**config.mk**
```make
export PLATFORM = sky130hd
export DESIGN_NAME = dff_bank_arbiter
export DESIGN_NICKNAME = d
export VERILOG_FILES = /design/src/rtl/dff_bank_arbiter.sv
export SDC_FILE = /design/constraint.sdc
export NUM_CORES = 1
export LEC_CHECK = 0
export CAP_MARGIN = 20
export CELL_PAD_IN_SITES_DETAIL_PLACEMENT = 1
export CELL_PAD_IN_SITES_GLOBAL_PLACEMENT = 1
export CORE_UTILIZATION = 29
export CTS_CLUSTER_SIZE = 10
export DETAILED_ROUTE_END_ITERATION = 7
export PLACE_DENSITY = 0.84
export SLEW_MARGIN = 20
export SYNTH_ARGS = -nofsm -noshare
export SYNTH_HDL_FRONTEND = slang
export SYNTH_SLANG_ARGS = --single-unit
```
**constraint.sdc**
```tcl
create_clock -name clk_i -period 1.8 [get_ports clk_i]
set_input_delay 0.27 -clock clk_i [delete_from_list [all_inputs] [get_ports clk_i]]
set_output_delay 0.27 -clock clk_i [all_outputs]
set_load 0.05 [all_outputs]
```
**src/rtl/dff_bank_arbiter.sv**
```systemverilog
// ---------------------------------------------------------------------------
// dff_bank_arbiter
//
// Round-robin arbiter and write sequencer in front of one shared WIDTH-bit
// register. Up to N_REQ clients raise a level request together with their
// data. One owner is granted at a time. The owner's data is loaded into the
// shared register exactly one cycle after the grant, and the owner gets a
// one-cycle ack. The grant is held until the owner drops its request, or
// until HOLD_MAX cycles have passed, in which case the grant is taken away
// and err pulses. At least one idle cycle always separates two grants.
//
// Ports
//   clk_i      rising-edge clock
//   rst_i      synchronous, active-high reset
//   req_i      per-client level request
//   wr_data_i  client i data at [i*WIDTH +: WIDTH]
//   gnt_o      one-hot grant, all-zero when idle
//   ack_o      one-cycle pulse to the owner when the register has been loaded
//   q_o        shared register contents
//   owner_o    index of the current or most recent owner
//   busy_o     high whenever a grant is in progress
//   err_o      one-cycle pulse when an owner is forcibly released
// ---------------------------------------------------------------------------
module dff_bank_arbiter #(
  parameter int N_REQ    = 4,
  parameter int WIDTH    = 8,
  parameter int HOLD_MAX = 16
) (
  input  logic                       clk_i,
  input  logic                       rst_i,
  input  logic [N_REQ-1:0]           req_i,
  input  logic [N_REQ*WIDTH-1:0]     wr_data_i,
  output logic [N_REQ-1:0]           gnt_o,
  output logic [N_REQ-1:0]           ack_o,
  output logic [WIDTH-1:0]           q_o,
  output logic [$clog2(N_REQ)-1:0]   owner_o,
  output logic                       busy_o,
  output logic                       err_o
);

  localparam int OW = $clog2(N_REQ);
  localparam int CW = $clog2(HOLD_MAX + 1);
  localparam logic [N_REQ-1:0] ONE_HOT_0 = N_REQ'(1);

  typedef enum logic [1:0] {
    IDLE,
    GRANT,
    HOLD
  } state_t;

  state_t             state_q;
  logic [OW-1:0]      ptr_q;
  logic [OW-1:0]      owner_q;
  logic [CW-1:0]      holdCnt_q;
  logic [N_REQ-1:0]   gnt_q;
  logic [N_REQ-1:0]   ack_q;
  logic [WIDTH-1:0]   data_q;
  logic               busy_q;
  logic               err_q;

  logic [OW-1:0]      winner_d;
  logic [OW-1:0]      ptr_d;
  logic               ownerReq;
  logic [WIDTH-1:0]   ownerData;

  // Round-robin pick: scanning from the highest offset down to offset 0 and
  // letting later hits overwrite earlier ones leaves the first requester at
  // or after ptr as the winner. The result is only used when some request
  // is present, so the fallback value does not matter.
  function automatic logic [OW-1:0] rrPick(input logic [N_REQ-1:0] req,
                                           input logic [OW-1:0]    ptr);
    logic [OW-1:0] pick;
    int            cand;
    pick = ptr;
    for (int k = N_REQ - 1; k >= 0; k--) begin
      cand = int'(ptr) + k;
      if (cand >= N_REQ) begin
        cand = cand - N_REQ;
      end
      if (req[OW'(cand)]) begin
        pick = OW'(cand);
      end
    end
    return pick;
  endfunction

  // Winner of the next arbitration, the pointer value that follows the
  // current owner (wrapping), and the current owner's request and data.
  always_comb begin
    winner_d  = rrPick(req_i, ptr_q);
    ptr_d     = (owner_q == OW'(N_REQ - 1)) ? '0 : owner_q + OW'(1);
    ownerReq  = req_i[owner_q];
    ownerData = wr_data_i[int'(owner_q) * WIDTH +: WIDTH];
  end

  // Arbitration FSM with all outputs registered. ack and err are pulses, so
  // they are cleared every cycle unless set below. Every release path
  // advances the pointer past the owner so the others get their turn next.
  always_ff @(posedge clk_i) begin
    if (rst_i) begin
      state_q   <= IDLE;
      ptr_q     <= '0;
      owner_q   <= '0;
      holdCnt_q <= '0;
      gnt_q     <= '0;
      ack_q     <= '0;
      data_q    <= '0;
      busy_q    <= 1'b0;
      err_q     <= 1'b0;
    end else begin
      ack_q <= '0;
      err_q <= 1'b0;
      unique case (state_q)
        IDLE: begin
          if (|req_i) begin
            state_q <= GRANT;
            gnt_q   <= ONE_HOT_0 << winner_d;
            owner_q <= winner_d;
            busy_q  <= 1'b1;
          end
        end
        GRANT: begin
          if (ownerReq) begin
            data_q    <= ownerData;
            ack_q     <= gnt_q;
            holdCnt_q <= '0;
            state_q   <= HOLD;
          end else begin
            // Owner withdrew before the load: abort without touching q.
            gnt_q   <= '0;
            busy_q  <= 1'b0;
            ptr_q   <= ptr_d;
            state_q <= IDLE;
          end
        end
        HOLD: begin
          if (!ownerReq) begin
            gnt_q   <= '0;
            busy_q  <= 1'b0;
            ptr_q   <= ptr_d;
            state_q <= IDLE;
          end else if (holdCnt_q == CW'(HOLD_MAX - 1)) begin
            gnt_q   <= '0;
            busy_q  <= 1'b0;
            err_q   <= 1'b1;
            ptr_q   <= ptr_d;
            state_q <= IDLE;
          end else begin
            holdCnt_q <= holdCnt_q + CW'(1);
          end
        end
        default: begin
          gnt_q   <= '0;
          busy_q  <= 1'b0;
          state_q <= IDLE;
        end
      endcase
    end
  end

  assign gnt_o   = gnt_q;
  assign ack_o   = ack_q;
  assign q_o     = data_q;
  assign owner_o = owner_q;
  assign busy_o  = busy_q;
  assign err_o   = err_q;

endmodule

```
After elaboration in Yosys (flattened, before gate mapping)
Index checks and enable logic that the tools add are counted.
- memory bits (writable): 0
- output and inout port bits: 20
- input bits: 38
- latch bits: 0
- bits in read-only memories: 0
- word-level logic and storage cells: 100
- memories kept: 0
- register bits after elaboration: 29
- bitwise operators: 3
- shift operators: 2
- muxes and demuxes: 47
- $lt $le $gt $ge: 9
- add/sub/neg operators: 9
- multipliers: 0
- equality and inequality tests: 10
- divide/modulo/power cells: 0
- reductions and logical operators: 11
- operators by type and width (cell ; number):
    $mux W2 ; 16
    $shiftx A32 B6 Y8 ; 1
    $lt A2 B4 Y1 const B ; 4
    $mux W4 ; 4
    $mux W5 ; 3
    $mux W1 ; 14
    $pmux W4 S3 ; 1
    $bmux W1 S2 ; 5
    $ne A2 B2 Y1 const B ; 5
    $pmux W5 S2 ; 1
    $ge A3 B3 Y1 const B ; 3
    $sub A2 B1 Y2 const B ; 4
    $add A2 B2 Y3 const B ; 2
    $pmux W2 S3 ; 1
    $reduce_and A2 Y1 ; 3
    $reduce_and A3 Y1 ; 2
    $add A5 B1 Y5 const B ; 1
    $eq A5 B4 Y1 const B ; 1
    $eq A2 B2 Y1 const B ; 2
    $pmux W2 S2 ; 1
    $reduce_and A4 Y1 ; 1
    $reduce_or A4 Y1 ; 1
    $shl A1 B2 Y4 const A ; 1
    $add A2 B1 Y3 const B ; 1
    other kinds (11) ; 13

Logic depth before layout (Yosys ltp)
Gate-level depths: netlist of run 1.
- word-level depth: 13
- depth in mapped cells: 7
- gate-level depth less buffers: 7

Least setup slack after synthesis of run 1
No wires, ideal clock.
- path kind: register -> register
- start: reg owner_q[0], in the netlist owner_o[0]
- end: reg ptr_q[1]
- stages on the path, launching flop included: 5
- arrival time: 1.799 ns
- library setup time: 0.128 ns
- buffers on the path: 0
- clock period less this slack: 1.927 ns
- path slack: -0.127 ns
- required time: 1.672 ns
- cells stage by stage: dfxtp_1 -> mux4_2 -> o21ai_4 -> mux2i_1 -> nor2_1
- cells in the longest elaborated chain, start to end: 5
- elaborated cells on any way between the ends: 12
- classes of those cells: add/sub: 1; eq/ne: 3; mux: 7; reduce/logical: 1
- ends and longest elaborated chain (item ; line ; text):
    start: declaration ; 53 ; logic [OW-1:0] owner_q;
    start signal: assignment ; 118 ; owner_q <= winner_d;
    $add A2 B1 Y2 / $eq A2 B2 Y1 (equally long branches) ; 91 ; ptr_d = (owner_q == OW'(N_REQ - 1)) ? '0 : owner_q + OW'(1);
    $mux W2 ; 91 ;
    $mux W2 ; 142 ; end else if (holdCnt_q == CW'(HOLD_MAX - 1)) begin
    $mux W2 ; 137 ; if (!ownerReq) begin
    $pmux W2 S2 ; 113 ; unique case (state_q)
    end signal: assignment ; 132 ; ptr_q <= ptr_d;
    end signal: assignment ; 140 ; ptr_q <= ptr_d;
    end signal: assignment ; 146 ; ptr_q <= ptr_d;
    end: declaration ; 52 ; logic [OW-1:0] ptr_q;
Parallel ways exist; a longest one is shown, timed or not. The select of a mux whose other input is x is not followed.
A chain may end at the register's enable or synchronous reset.

Worst setup path after layout of run 1
- start: reg holdCnt_q[0]
- end: reg holdCnt_q[2]
- cells in the longest elaborated chain, start to end: 4
- elaborated cells on any way between the ends: 7
- classes of those cells: add/sub: 1; eq/ne: 2; mux: 3; reduce/logical: 1
- ends and longest elaborated chain (item ; line ; text):
    start: declaration ; 54 ; logic [CW-1:0] holdCnt_q;
    start signal: assignment ; 149 ; holdCnt_q <= holdCnt_q + CW'(1);
    $add A5 B1 Y5 ; 149 ;
    $mux W5 ; 142 ;
    $mux W5 ; 137 ;
    $pmux W5 S2 ; 113 ;
Parallel ways exist; a longest one is shown, timed or not. The select of a mux whose other input is x is not followed.

==> results of run 1 <==
synth_stat cells (all sizes together):
cell,count,area (µm²)
xor2,2,17.5
mux2i,6,60.1
or2b,1,7.51
nor3,5,35.0
and2,1,8.76
xnor2,1,8.76
and3b,1,8.76
or4,1,7.51
nor2,14,52.6
nor2b,4,25.0
a311o,1,10.0
and3,2,12.5
buf,6,41.3
nand2,27,101
or3b,1,8.76
a21o,1,7.51
o31ai,1,7.51
nor4,2,12.5
o21a,2,15.0
o21bai,2,15.0
a221o,1,10.0
o21ai,9,56.3
mux4,9,203
ha,3,37.5
nand3b,1,7.51
a21oi,11,55.1
o22ai,1,6.26
nor3b,5,37.5
inv,7,26.3
and2b,1,7.51
o211ai,7,52.6
nand2b,2,12.5
clkbuf,4,15.0
dfxtp,29,581
nand4,2,12.5
cells by family after synthesis:
| logic type | after synthesis | synth area share [%] |
|---|---|---|
| simple gates | 70 | 22.6 |
| buf+inv | 17 | 5.22 |
| mux | 15 | 16.6 |
| xor+xnor | 3 | 1.66 |
| compound gates | 36 | 14.9 |
| fa+ha+maj | 3 | 2.37 |
| flops | 29 | 36.7 |
per-layer routing:
metal	track usage, %	vias up
met1	22.7	785
met4	6.38	0
met3	5.56	9
met5	0	-
met2	35.0	58
li1	-	776
worst min-delay path, delay by kind of cell, from the launching register on:
family / cells / cell delay [ps]
and+or+nand+nor: 1 / 50
AOI/OAI and AO/OA: 1 / 50
DFF: 1 / 310
cell type report:
cell class,count,area [µm²]
Inverter,7,26.3
Multi-Input combinational cell,127,975
Fill cell,592,2590
Clock inverter,1,5.00
Sequential cell,29,587
Timing Repair Buffer,83,801
Tap cell,70,87.6
Clock buffer,7,96.3
metrics by stage:
step	hold slack (ps)	instance area, µm²	setup TNS [ps]	power (mW)	util (%)
global placement	441	2400	-3220	1.27	46.5
global route	480	2580	-187	1.96	49.8
finish	458	2580	-15.1	1.87	49.8
CTS	463	2540	0	1.88	49.1
detailed placement	455	2400	-4420	1.29	46.5
floorplan	460	1590	0	1.04	-
sequential cells by signal, indices dropped and copies added (netlist names):
register   count
state_q        2
q_o            8
busy_o         1
holdCnt_q      5
gnt_o          4
ptr_q          2
ack_o          4
owner_o        2
err_o          1
report_power, final:
group	leakage, nW	total [mW]	switching (mW)	internal [mW]
clock network	0.0542	0.588	0.244	0.345
logic	0.714	0.574	0.295	0.279
registers	0.238	0.712	0.0332	0.679
total	1.01	1.87	0.572	1.30
path summary, 6_finish.rpt:
| path | cells after the start | to | start |
|---|---|---|---|
| hold reg to reg | 2 | q_o[5] | q_o[5] |
| hold / removal | 2 | q_o[5] | q_o[5] |
| setup reg to reg | 9 | holdCnt_q[2] | holdCnt_q[0] |
| setup / recovery | 9 | holdCnt_q[2] | holdCnt_q[0] |
what timing repair did:
action                     CTS  global route
cloned                       0             0
gates resized for setup      9            13
setup endpoints to repair   10            10
pin swaps                    4             5
==> results_tabular.tex, run 1 <==
\begin{tabular}{lr}
\hline
Metric & Value \\
\hline
\multicolumn{2}{l}{\textbf{Routing}} \\
\quad Post-route met1 wirelength & 2.31 mm \\
\quad Detailed-route vias per instance & 5.02 \\
\quad Drc violations & 0 \\
\quad DR iter-0 viols & 40 \\
\quad Met2 wirelength from detailed routing & 2.68 mm \\
\quad Post-route ant nets & 0 \\
\quad Initial DRT Pass Iterations & 4 \\
\quad Top routing layer in use & met4 \\
\quad Detailed Route WL & 5.47 mm \\
\quad Via count & 1,628 \\
\quad Wire length per cell & 16.9 µm \\
\quad Met3 Routed Length & 381 µm \\
\multicolumn{2}{l}{\textbf{STA}} \\
\quad Period Utilization, post-route & 101\% \\
\quad Worst slew margin relative to its limit & 62.8\% \\
\quad Unrepaired setup endpoints after global routing & true \\
\quad Transition time at the pin with the least slew margin & 553 ps \\
\quad Final Hold Vio Count & 0 \\
\quad Setup-failing EPs final & 1 \\
\quad Clock Skew & 4.45 ps \\
\quad Min setup slack post-route & -15.1 ps \\
\quad Total count of max-transition violations in the final report & 0 \\
\quad Highest clock rate & 551 MHz \\
\quad Minimum period implied by the final worst setup slack & 1820 ps \\
\multicolumn{2}{l}{\textbf{Finish}} \\
\quad Fin cells & 324 \\
\quad Area added between synthesis and finish & 62.8\% \\
\quad Commonest cells after routing, fill and taps aside & sky130\_fd\_sc\_hd\_\_clkdlybuf4s50\_1 (50), sky130\_fd\_sc\_hd\_\_nand2\_1 (26), sky130\_fd\_sc\_hd\_\_dfxtp\_1 (26) \\
\quad Fin nets & 294 \\
\quad Leading cell type in the layout, fill and taps excluded & sky130\_fd\_sc\_hd\_\_clkdlybuf4s50\_1 \\
\quad Layout cells sized above 1 & 24.4\% \\
\quad Antenna diode count & 0 \\
\multicolumn{2}{l}{\textbf{Floorplan}} \\
\quad Height of the die & 75.9 µm \\
\quad Placement row count & 26 \\
\quad Starting utilization of the core area & 30.6\% \\
\quad Core Area & 5170 µm² \\
\quad Number of ports placed on the die boundary & 58 \\
\quad Width of the die & 75.9 µm \\
\quad Area of the die & 5760 µm² \\
\multicolumn{2}{l}{\textbf{Clock network}} \\
\quad Buffers inserted by post-CTS timing repair & 0 \\
\quad Clk slew on worst S/H paths & 60 ps \\
\quad CTS HTree Levels & 2 \\
\quad Total clock sinks & 29 \\
\quad Post-CTS Hold Fix Bufs & 0 \\
\quad Clock tree from TritonCTS & done \\
\quad Worst-skew pair later-pin latency & 280 ps \\
\quad Number of CTS-inserted buffers & 5 \\
\quad Root buf cell & sky130\_fd\_sc\_hd\_\_clkbuf\_8 \\
\quad Number of buffers on the longest clock path & 2 \\
\multicolumn{2}{l}{\textbf{Global route}} \\
\quad Antenna violations before repair & 0 \\
\quad Via count of the first global-routing pass & 1,722 \\
\quad Total global routing overflow & 0 \\
\quad First-pass GRT wire length & 8.21 mm \\
\quad GRT Total Usage & 19.7\% \\
\quad Pin count of the biggest net entering global routing & 23 \\
\multicolumn{2}{l}{\textbf{Critical path}} \\
\quad Reg-to-reg slack, setup & -20 ps \\
\quad Required time at the endpoint of the critical path & 1960 ps \\
\quad Kind of critical path & flip-flop to flip-flop \\
\quad Crit path top cell by count & sky130\_fd\_sc\_hd\_\_ha\_4 \\
\quad Slowest CP cell & sky130\_fd\_sc\_hd\_\_dfxtp\_2 \\
\quad Setup crit start kind & flip-flop \\
\quad Sort of element at the end of the critical path & flip-flop \\
\quad Peak per-stage delay on the critical path & 340 ps \\
\quad Data arrival time of the critical path & 1980 ps \\
\quad Ordered cell list for the critical path & ha\_4 > and3\_4 > ha\_4 > buf\_6 > nor3b\_4 > buf\_4 > o211ai\_1 > xor2\_1 > nor3\_2 \\
\quad Buffers \& Inverters on Critical Path & 2 \\
\quad Family of cells with the greatest summed delay on the critical path & simple AND/OR/NAND/NOR gates \\
\quad Max FO, Critical Path & 3 \\
\multicolumn{2}{l}{\textbf{Power and ir drop}} \\
\quad Power density over cell area & 727 nW/µm² \\
\quad Leakage & 1.01 nW \\
\quad Largest voltage drop on the vdd net & 0.323 mV \\
\multicolumn{2}{l}{\textbf{Logic synthesis}} \\
\quad Post-synthesis net count & 214 \\
\quad Number of distinct library cell variants in the gate-level netlist after synthesis & 39 \\
\quad Number of storage elements in the synthesis netlist & 29 \\
\quad Post-Synthesis Cells & 173 \\
\quad Seq/Total Area, Yosys & 36.7\% \\
\quad Syn Std Cell Area & 1580 µm² \\
\quad Synth warnings & 0 \\
\quad Synthesized area divided by synthesized cell count & 9.15 µm² \\
\multicolumn{2}{l}{\textbf{Status}} \\
\quad Outcome & finished, violations left \\
\quad Violations in the final reports & setup timing \\
\multicolumn{2}{l}{\textbf{Flow run}} \\
\quad Max-cap violations & 0 \\
\multicolumn{2}{l}{\textbf{Place}} \\
\quad Dpl hpwl & 4.14 mm \\
\quad Total placed cells including tap cells & 316 \\
\quad Placer Congestion & 0.880 \\
\quad Number of port buffers & 57 \\
\quad Dpl ws & -250 ps \\
\multicolumn{2}{l}{\textbf{Hold path}} \\
\quad Type of the tightest min-delay check & flip-flop to flip-flop \\
\hline
\end{tabular}
(Power assumes the default switching activity.)
==> run 2, diff against run 1 <==
- CORE_UTILIZATION: 29 -> 35
- PLACE_DENSITY: 0.84 -> 0.94
- SKIP_LAST_GASP: unset -> 1
- clock period: 1.8 -> 2.36 ns (I/O delays scaled with it)
==> run 2 against run 1 <==
Against the previous run: the run now ends clean; fmax fell by 17%; final area fell by 11%; combinational power fell by 31%; clock skew fell by 1.4 ps; sequential share of layout area rose by 2.6 points; global-route usage rose by 2.9 points.
==> results_tabular.tex, run 2 (same netlist as run 1, synthesis figures left out) <==
\begin{tabular}{lr}
\hline
Metric & Value \\
\hline
\multicolumn{2}{l}{\textbf{Status}} \\
\quad Outcome & complete, no violations \\
\multicolumn{2}{l}{\textbf{Routing}} \\
\quad Post-route ant nets & 0 (unchanged) \\
\quad Detailed Route WL & 5.05 mm (-7.8\%) \\
\quad Detailed-route vias per instance & 5.52 (+9.9\%) \\
\quad Wire length per cell & 17.7 µm (+4.9\%) \\
\quad Via count & 1,574 (-3.3\%) \\
\quad Drc violations & 0 (unchanged) \\
\quad DR iter-0 viols & 62 (+55\%) \\
\quad Initial DRT Pass Iterations & 4 (unchanged) \\
\multicolumn{2}{l}{\textbf{Critical path}} \\
\quad Peak per-stage delay on the critical path & 460 ps (+120 ps) \\
\quad Slowest CP cell & sky130\_fd\_sc\_hd\_\_or3b\_2 \\
\quad Family of cells with the greatest summed delay on the critical path & simple AND/OR/NAND/NOR gates \\
\quad Buffers \& Inverters on Critical Path & 0 (-2) \\
\quad Sort of element at the end of the critical path & flip-flop \\
\quad Max FO, Critical Path & 4 (+1) \\
\quad Setup crit start kind & flip-flop \\
\quad Ordered cell list for the critical path & ha\_1 > and3\_1 > ha\_1 > or3b\_2 > o22ai\_1 > o21ai\_0 > o211ai\_1 \\
\quad Crit path top cell by count & sky130\_fd\_sc\_hd\_\_ha\_1 \\
\quad Data arrival time of the critical path & 2360 ps (+380 ps) \\
\quad Kind of critical path & flip-flop to flip-flop \\
\quad Required time at the endpoint of the critical path & 2540 ps (+580 ps) \\
\multicolumn{2}{l}{\textbf{Place}} \\
\quad Placer Congestion & 0.782 (-11\%) \\
\quad Number of port buffers & 57 (unchanged) \\
\quad Dpl hpwl & 3.65 mm (-12\%) \\
\quad Dpl ws & 167 ps (+417 ps) \\
\multicolumn{2}{l}{\textbf{Clock network}} \\
\quad CTS HTree Levels & 2 (unchanged) \\
\quad Clk slew on worst S/H paths & 60 ps (about the same) \\
\quad Worst-skew pair later-pin latency & 280 ps (about the same) \\
\quad Clock tree from TritonCTS & done \\
\quad Number of CTS-inserted buffers & 5 (unchanged) \\
\quad Buffers inserted by post-CTS timing repair & 0 (unchanged) \\
\quad Count of instances resized after the clock tree is built & 0 (-9) \\
\quad Total clock sinks & 29 (unchanged) \\
\quad Post-CTS Hold Fix Bufs & 0 (unchanged) \\
\quad Number of buffers on the longest clock path & 2 (unchanged) \\
\quad Root buf cell & sky130\_fd\_sc\_hd\_\_clkbuf\_8 \\
\multicolumn{2}{l}{\textbf{Finish}} \\
\quad Flip-flop count of the largest register after layout & 8 (unchanged) \\
\quad Fin nets & 274 (-6.8\%) \\
\quad Layout cells sized above 1 & 11.6\% (-13 points) \\
\quad Area added between synthesis and finish & 44.7\% \\
\quad Commonest cells after routing, fill and taps aside & sky130\_fd\_sc\_hd\_\_clkdlybuf4s50\_1 (56), sky130\_fd\_sc\_hd\_\_dfxtp\_1 (29), sky130\_fd\_sc\_hd\_\_nand2\_1 (27) \\
\quad Antenna diode count & 0 (unchanged) \\
\quad Leading cell type in the layout, fill and taps excluded & sky130\_fd\_sc\_hd\_\_clkdlybuf4s50\_1 \\
\multicolumn{2}{l}{\textbf{Floorplan}} \\
\quad Core Area & 4350 µm² (-16\%) \\
\quad Width of the die & 69.2 µm (-8.7\%) \\
\quad Height of the die & 69.2 µm (-8.7\%) \\
\quad Starting utilization of the core area & 36.4\% (+5.8 points) \\
\quad Placement row count & 24 (-7.7\%) \\
\quad Area of the die & 4790 µm² (-17\%) \\
\quad Number of ports placed on the die boundary & 58 (unchanged) \\
\multicolumn{2}{l}{\textbf{STA}} \\
\quad Period Utilization, post-route & 92.4\% (-8.5 points) \\
\quad Transition time at the pin with the least slew margin & 535 ps (-17.9 ps) \\
\quad Min setup slack post-route & 180 ps (+195 ps) \\
\quad Total count of max-transition violations in the final report & 0 (unchanged) \\
\quad Minimum period implied by the final worst setup slack & 2180 ps (+365 ps) \\
\quad Worst slew margin relative to its limit & 64.2\% (+1.4 points) \\
\quad Final Hold Vio Count & 0 (unchanged) \\
\quad Setup-failing EPs final & 0 (-1) \\
\quad Clock Skew & 3.05 ps (-1.40 ps) \\
\quad Final TNS setup & 0 ps (+15.1 ps) \\
\quad Unrepaired setup endpoints after global routing & false \\
\quad Highest clock rate & 459 MHz (-17\%) \\
\multicolumn{2}{l}{\textbf{Global route}} \\
\quad Total global routing overflow & 0 (unchanged) \\
\quad First-pass GRT wire length & 8.47 mm (+3.2\%) \\
\quad GRT Total Usage & 22.6\% (+2.9 points) \\
\quad Antenna violations before repair & 0 (unchanged) \\
\quad Via count of the first global-routing pass & 1,728 (+0.35\%) \\
\quad Pin count of the biggest net entering global routing & 14 (-39\%) \\
\multicolumn{2}{l}{\textbf{Flow run}} \\
\quad Max-cap violations & 0 (unchanged) \\
\multicolumn{2}{l}{\textbf{Power and ir drop}} \\
\quad Power density over cell area & 593 nW/µm² (-18\%) \\
\quad Leakage & 0.846 nW (-16\%) \\
\quad Overall power consumption & 1.36 mW (-28\%) \\
\quad Largest voltage drop on the vdd net & 0.231 mV (-29\%) \\
\multicolumn{2}{l}{\textbf{Hold path}} \\
\quad Type of the tightest min-delay check & flip-flop to flip-flop \\
\hline
\end{tabular}
## run 2: report_power, final
group | total (mW) | leakage [nW] | switching (mW) | internal (mW)
clock | 0.419 | 0.0443 | 0.189 | 0.231
sequential | 0.543 | 0.236 | 0.0257 | 0.518
combinational | 0.396 | 0.565 | 0.214 | 0.181
## run 2: tightest hold or removal path, stage by stage, from the launching register on
cell and delay, ps:
sky130_fd_sc_hd__dfxtp_1 310, sky130_fd_sc_hd__nand2_1 50, sky130_fd_sc_hd__a21oi_1 50
## run 2: metrics by stage
stage | utilization, % | instance area (µm²) | std cells | hold WS [ps]
finish | 52.6 | 2290 | 285 | 460
global route | 52.6 | 2290 | 285 | 483
CTS | 52.6 | 2290 | 285 | 463
detailed placement | 50.6 | 2200 | 278 | 456
global placement | 50.6 | 2200 | 278 | 441
floorplan | - | 1580 | 173 | 460
## run 2: worst paths after layout
check | start | end | slack, ps | depth (start not counted)
worst max-delay path | holdCnt_q[0] | gnt_o[3] | 180 | 7
worst max register to register | holdCnt_q[0] | gnt_o[3] | 180 | 7
worst min register to register | q_o[4] | q_o[4] | 460 | 2
worst min-delay path | q_o[4] | q_o[4] | 460 | 2
## run 2: final cells by class
| class | count | area, µm² |
|---|---|---|
| clock buffer | 7 | 86.3 |
| tap | 52 | 65.1 |
| multi-input combinational | 127 | 920 |
| inverter | 7 | 26.3 |
| sequential | 29 | 581 |
| fill | 504 | 2060 |
| timing repair buffer | 63 | 613 |
## run 2: routing by layer
metal | GRT usage [%] | up-vias | wire (µm)
met5 | 0 | - | 0
met4 | 11.3 | 0 | 157
met3 | 4.80 | 17 | 162
met2 | 39.5 | 42 | 2720
met1 | 25.9 | 780 | 2010
li1 | - | 735 | -
==> run 3, diff against run 2 <==
- CORE_UTILIZATION: 35 -> 49
- CTS_CLUSTER_SIZE: 10 -> unset
- DONT_BUFFER_PORTS: unset -> 1
- PLACE_DENSITY: 0.94 -> 0.92
==> run 3 against run 2 <==
Against the previous run: utilization grew 2.0 points; worst setup slack gained 87 ps; worst hold slack lost 390 ps; clock power shrank 16%; sequential share of layout area grew 9.5 points; first-iteration DRC count shrank 44%.
==> results_tabular.tex, run 3 (same netlist as run 1, synthesis figures left out) <==
\begin{tabular}{lr}
\hline
Metric & Value \\
\hline
\multicolumn{2}{l}{\textbf{Status}} \\
\quad Outcome & complete, no violations \\
\multicolumn{2}{l}{\textbf{Critical path}} \\
\quad Setup crit start kind & flip-flop \\
\quad Count of cells along the worst register-to-register path & 7 (unchanged) \\
\quad Data arrival time of the critical path & 2330 ps (-30 ps) \\
\quad Max FO, Critical Path & 4 (unchanged) \\
\quad Required time at the endpoint of the critical path & 2600 ps (+60 ps) \\
\quad Kind of critical path & flip-flop to flip-flop \\
\quad Sort of element at the end of the critical path & flip-flop \\
\multicolumn{2}{l}{\textbf{Global route}} \\
\quad Met2 Usage GRT & 41.6\% (+2.1 points) \\
\quad Pin count of the biggest net entering global routing & 28 (+14) \\
\quad First-pass GRT wire length & 6.64 mm (-22\%) \\
\quad Layer carrying the most global-route usage & met2 \\
\quad GRT Total Usage & 26.5\% (+3.9 points) \\
\quad Global-route met1 utilization & 31.9\% (+6.0 points) \\
\quad Met3 routing resource usage after global routing & 9.89\% (+5.1 points) \\
\quad Via count of the first global-routing pass & 1,382 (-20\%) \\
\quad Antenna violations before repair & 0 (unchanged) \\
\quad Total global routing overflow & 0 (unchanged) \\
\multicolumn{2}{l}{\textbf{Clock network}} \\
\quad Number of buffers on the longest clock path & 2 (unchanged) \\
\quad Clock tree from TritonCTS & done \\
\quad Total clock sinks & 29 (unchanged) \\
\quad Worst-skew pair later-pin latency & 350 ps (+70 ps) \\
\quad CTS HTree Levels & 2 (unchanged) \\
\quad Post-CTS Hold Fix Bufs & 0 (unchanged) \\
\quad Number of CTS-inserted buffers & 5 (unchanged) \\
\quad Clk slew on worst S/H paths & 90 ps (+30 ps) \\
\quad Buffers inserted by post-CTS timing repair & 0 (unchanged) \\
\quad Count of instances resized after the clock tree is built & 0 (unchanged) \\
\quad Root buf cell & sky130\_fd\_sc\_hd\_\_clkbuf\_4 \\
\multicolumn{2}{l}{\textbf{Routing}} \\
\quad DR iter-0 viols & 35 (-44\%) \\
\quad Wire length per cell & 18.8 µm (+6.0\%) \\
\quad Initial DRT Pass Iterations & 4 (unchanged) \\
\quad Detailed Route WL & 4.07 mm (-19\%) \\
\quad Drc violations & 0 (unchanged) \\
\quad Detailed-route vias per instance & 6.06 (+9.8\%) \\
\quad Via count & 1,316 (-16\%) \\
\quad Post-route ant nets & 0 (unchanged) \\
\multicolumn{2}{l}{\textbf{Power and ir drop}} \\
\quad Leakage & 0.607 nW (-28\%) \\
\quad Net switching share of the total power & 33.0\% (+1.4 points) \\
\quad Power density over cell area & 699 nW/µm² (+18\%) \\
\quad Share of total power in the clock network & 30.4\% (-0.5 points) \\
\quad Switch Pwr & 0.384 mW (-10\%) \\
\quad Flop pwr share & 52.7\% (+13 points) \\
\quad Gate power share & 16.8\% (-12 points) \\
\quad Largest voltage drop on the vdd net & 0.349 mV (+51\%) \\
\quad Cell internal power dissipation & 0.780 mW (-16\%) \\
\multicolumn{2}{l}{\textbf{Hold path}} \\
\quad Hold-critical path depth & 1 (-1) \\
\quad Type of the tightest min-delay check & primary input to flip-flop \\
\multicolumn{2}{l}{\textbf{Floorplan}} \\
\quad Starting utilization of the core area & 51.8\% (+15 points) \\
\quad Core Area & 3050 µm² (-30\%) \\
\quad Width of the die & 58.8 µm (-15\%) \\
\quad Area of the die & 3460 µm² (-28\%) \\
\quad Number of ports placed on the die boundary & 58 (unchanged) \\
\quad Height of the die & 58.8 µm (-15\%) \\
\quad Placement row count & 20 (-17\%) \\
\multicolumn{2}{l}{\textbf{STA}} \\
\quad Period Utilization, post-route & 88.7\% (-3.7 points) \\
\quad Min setup slack post-route & 267 ps (+86.6 ps) \\
\quad Worst slew margin relative to its limit & 62.7\% (-1.5 points) \\
\quad Transition time at the pin with the least slew margin & 559 ps (+23.5 ps) \\
\quad Total count of max-transition violations in the final report & 0 (unchanged) \\
\quad Unrepaired setup endpoints after global routing & false \\
\quad Highest clock rate & 478 MHz (+4.1\%) \\
\quad Final TNS setup & 0 ps (unchanged) \\
\quad Clock Skew & 10.5 ps (+7.47 ps) \\
\quad Final Hold Vio Count & 0 (unchanged) \\
\quad Setup-failing EPs final & 0 (unchanged) \\
\quad Minimum period implied by the final worst setup slack & 2090 ps (-86.6 ps) \\
\multicolumn{2}{l}{\textbf{Finish}} \\
\quad Antenna diode count & 0 (unchanged) \\
\quad Commonest cells after routing, fill and taps aside & sky130\_fd\_sc\_hd\_\_dfxtp\_1 (29), sky130\_fd\_sc\_hd\_\_nand2\_1 (27), sky130\_fd\_sc\_hd\_\_nor2\_1 (14) \\
\quad Fin nets & 213 (-22\%) \\
\quad Fin cells & 217 (-24\%) \\
\quad Flip-flop count of the largest register after layout & 8 (unchanged) \\
\quad Area added between synthesis and finish & 5.30\% \\
\quad Leading cell type in the layout, fill and taps excluded & sky130\_fd\_sc\_hd\_\_dfxtp\_1 \\
\quad Layout cells sized above 1 & 13.9\% (+2.3 points) \\
\quad Core utilization of the finished layout & 54.6\% (+2.0 points) \\
\multicolumn{2}{l}{\textbf{Place}} \\
\quad Dpl ws & 315 ps (+148 ps) \\
\quad Number of port buffers & 0 (-100\%) \\
\quad Total placed cells including tap cells & 209 (-25\%) \\
\quad Dpl hpwl & 3.05 mm (-16\%) \\
\quad Placer Congestion & 0.830 (+6.2\%) \\
\multicolumn{2}{l}{\textbf{Flow run}} \\
\quad Max-cap violations & 0 (unchanged) \\
\hline
\end{tabular}
## run 3: cell types whose count changed in the layout (fill, tap and decap cells not counted), sizes merged
cell,change
clkdlybuf4s50,-56
buf,-5
clkinv,+1
## run 3: worst paths after layout
check / start / endpoint / slack [ps]
max reg2reg: holdCnt_q[0] / holdCnt_q[0] / 270
max: holdCnt_q[0] / holdCnt_q[0] / 270
min reg2reg: ptr_q[0] / ptr_q[0] / 510
min: rst_i / busy_o / 70
## run 3: cell type report
cell class | instances | area (µm²)
Inverter | 7 | 26.3
Sequential cell | 29 | 581
Clock buffer | 7 | 65.1
Fill cell | 375 | 1390
Tap cell | 44 | 55.1
Timing Repair Buffer | 2 | 15.0
Multi-Input combinational cell | 127 | 920
Clock inverter | 1 | 5.00
## run 3: worst max-delay path: stages, from the launching register on
cell,delay (ps)
sky130_fd_sc_hd__dfxtp_1,340
sky130_fd_sc_hd__ha_1,240
sky130_fd_sc_hd__and3_1,200
sky130_fd_sc_hd__ha_1,240
sky130_fd_sc_hd__nor3b_1,410
sky130_fd_sc_hd__o21a_1,280
sky130_fd_sc_hd__mux2i_1,230
sky130_fd_sc_hd__nor2_1,50
## run 3: per-layer routing
metal	wire (µm)	share of wire (%)	vias up
met2	2000	49	39
met5	0	0	-
met1	1690	41	649
met3	239	5.9	13
met4	141	3.5	0
li1	-	-	615
## run 3: power by group through the flow
stage / clock [mW] / combinational, mW / sequential, mW
after floorplan: 0 / 0.174 / 0.618
after global placement: 0 / 0.185 / 0.622
after detailed placement: 0 / 0.195 / 0.626
after CTS: 0.364 / 0.197 / 0.614
after global routing: 0.378 / 0.218 / 0.619
final: 0.354 / 0.196 / 0.614
## run 3: metrics by stage
step                      instance area, µm²  hold WS (ps)  total power [mW]
final                                   1670          68.3              1.16
after global routing                    1670          53.3              1.21
after CTS                               1670          47.8              1.18
after detailed placement                1600           430             0.821
after global placement                  1600           426             0.807
after floorplan                         1580           460             0.793
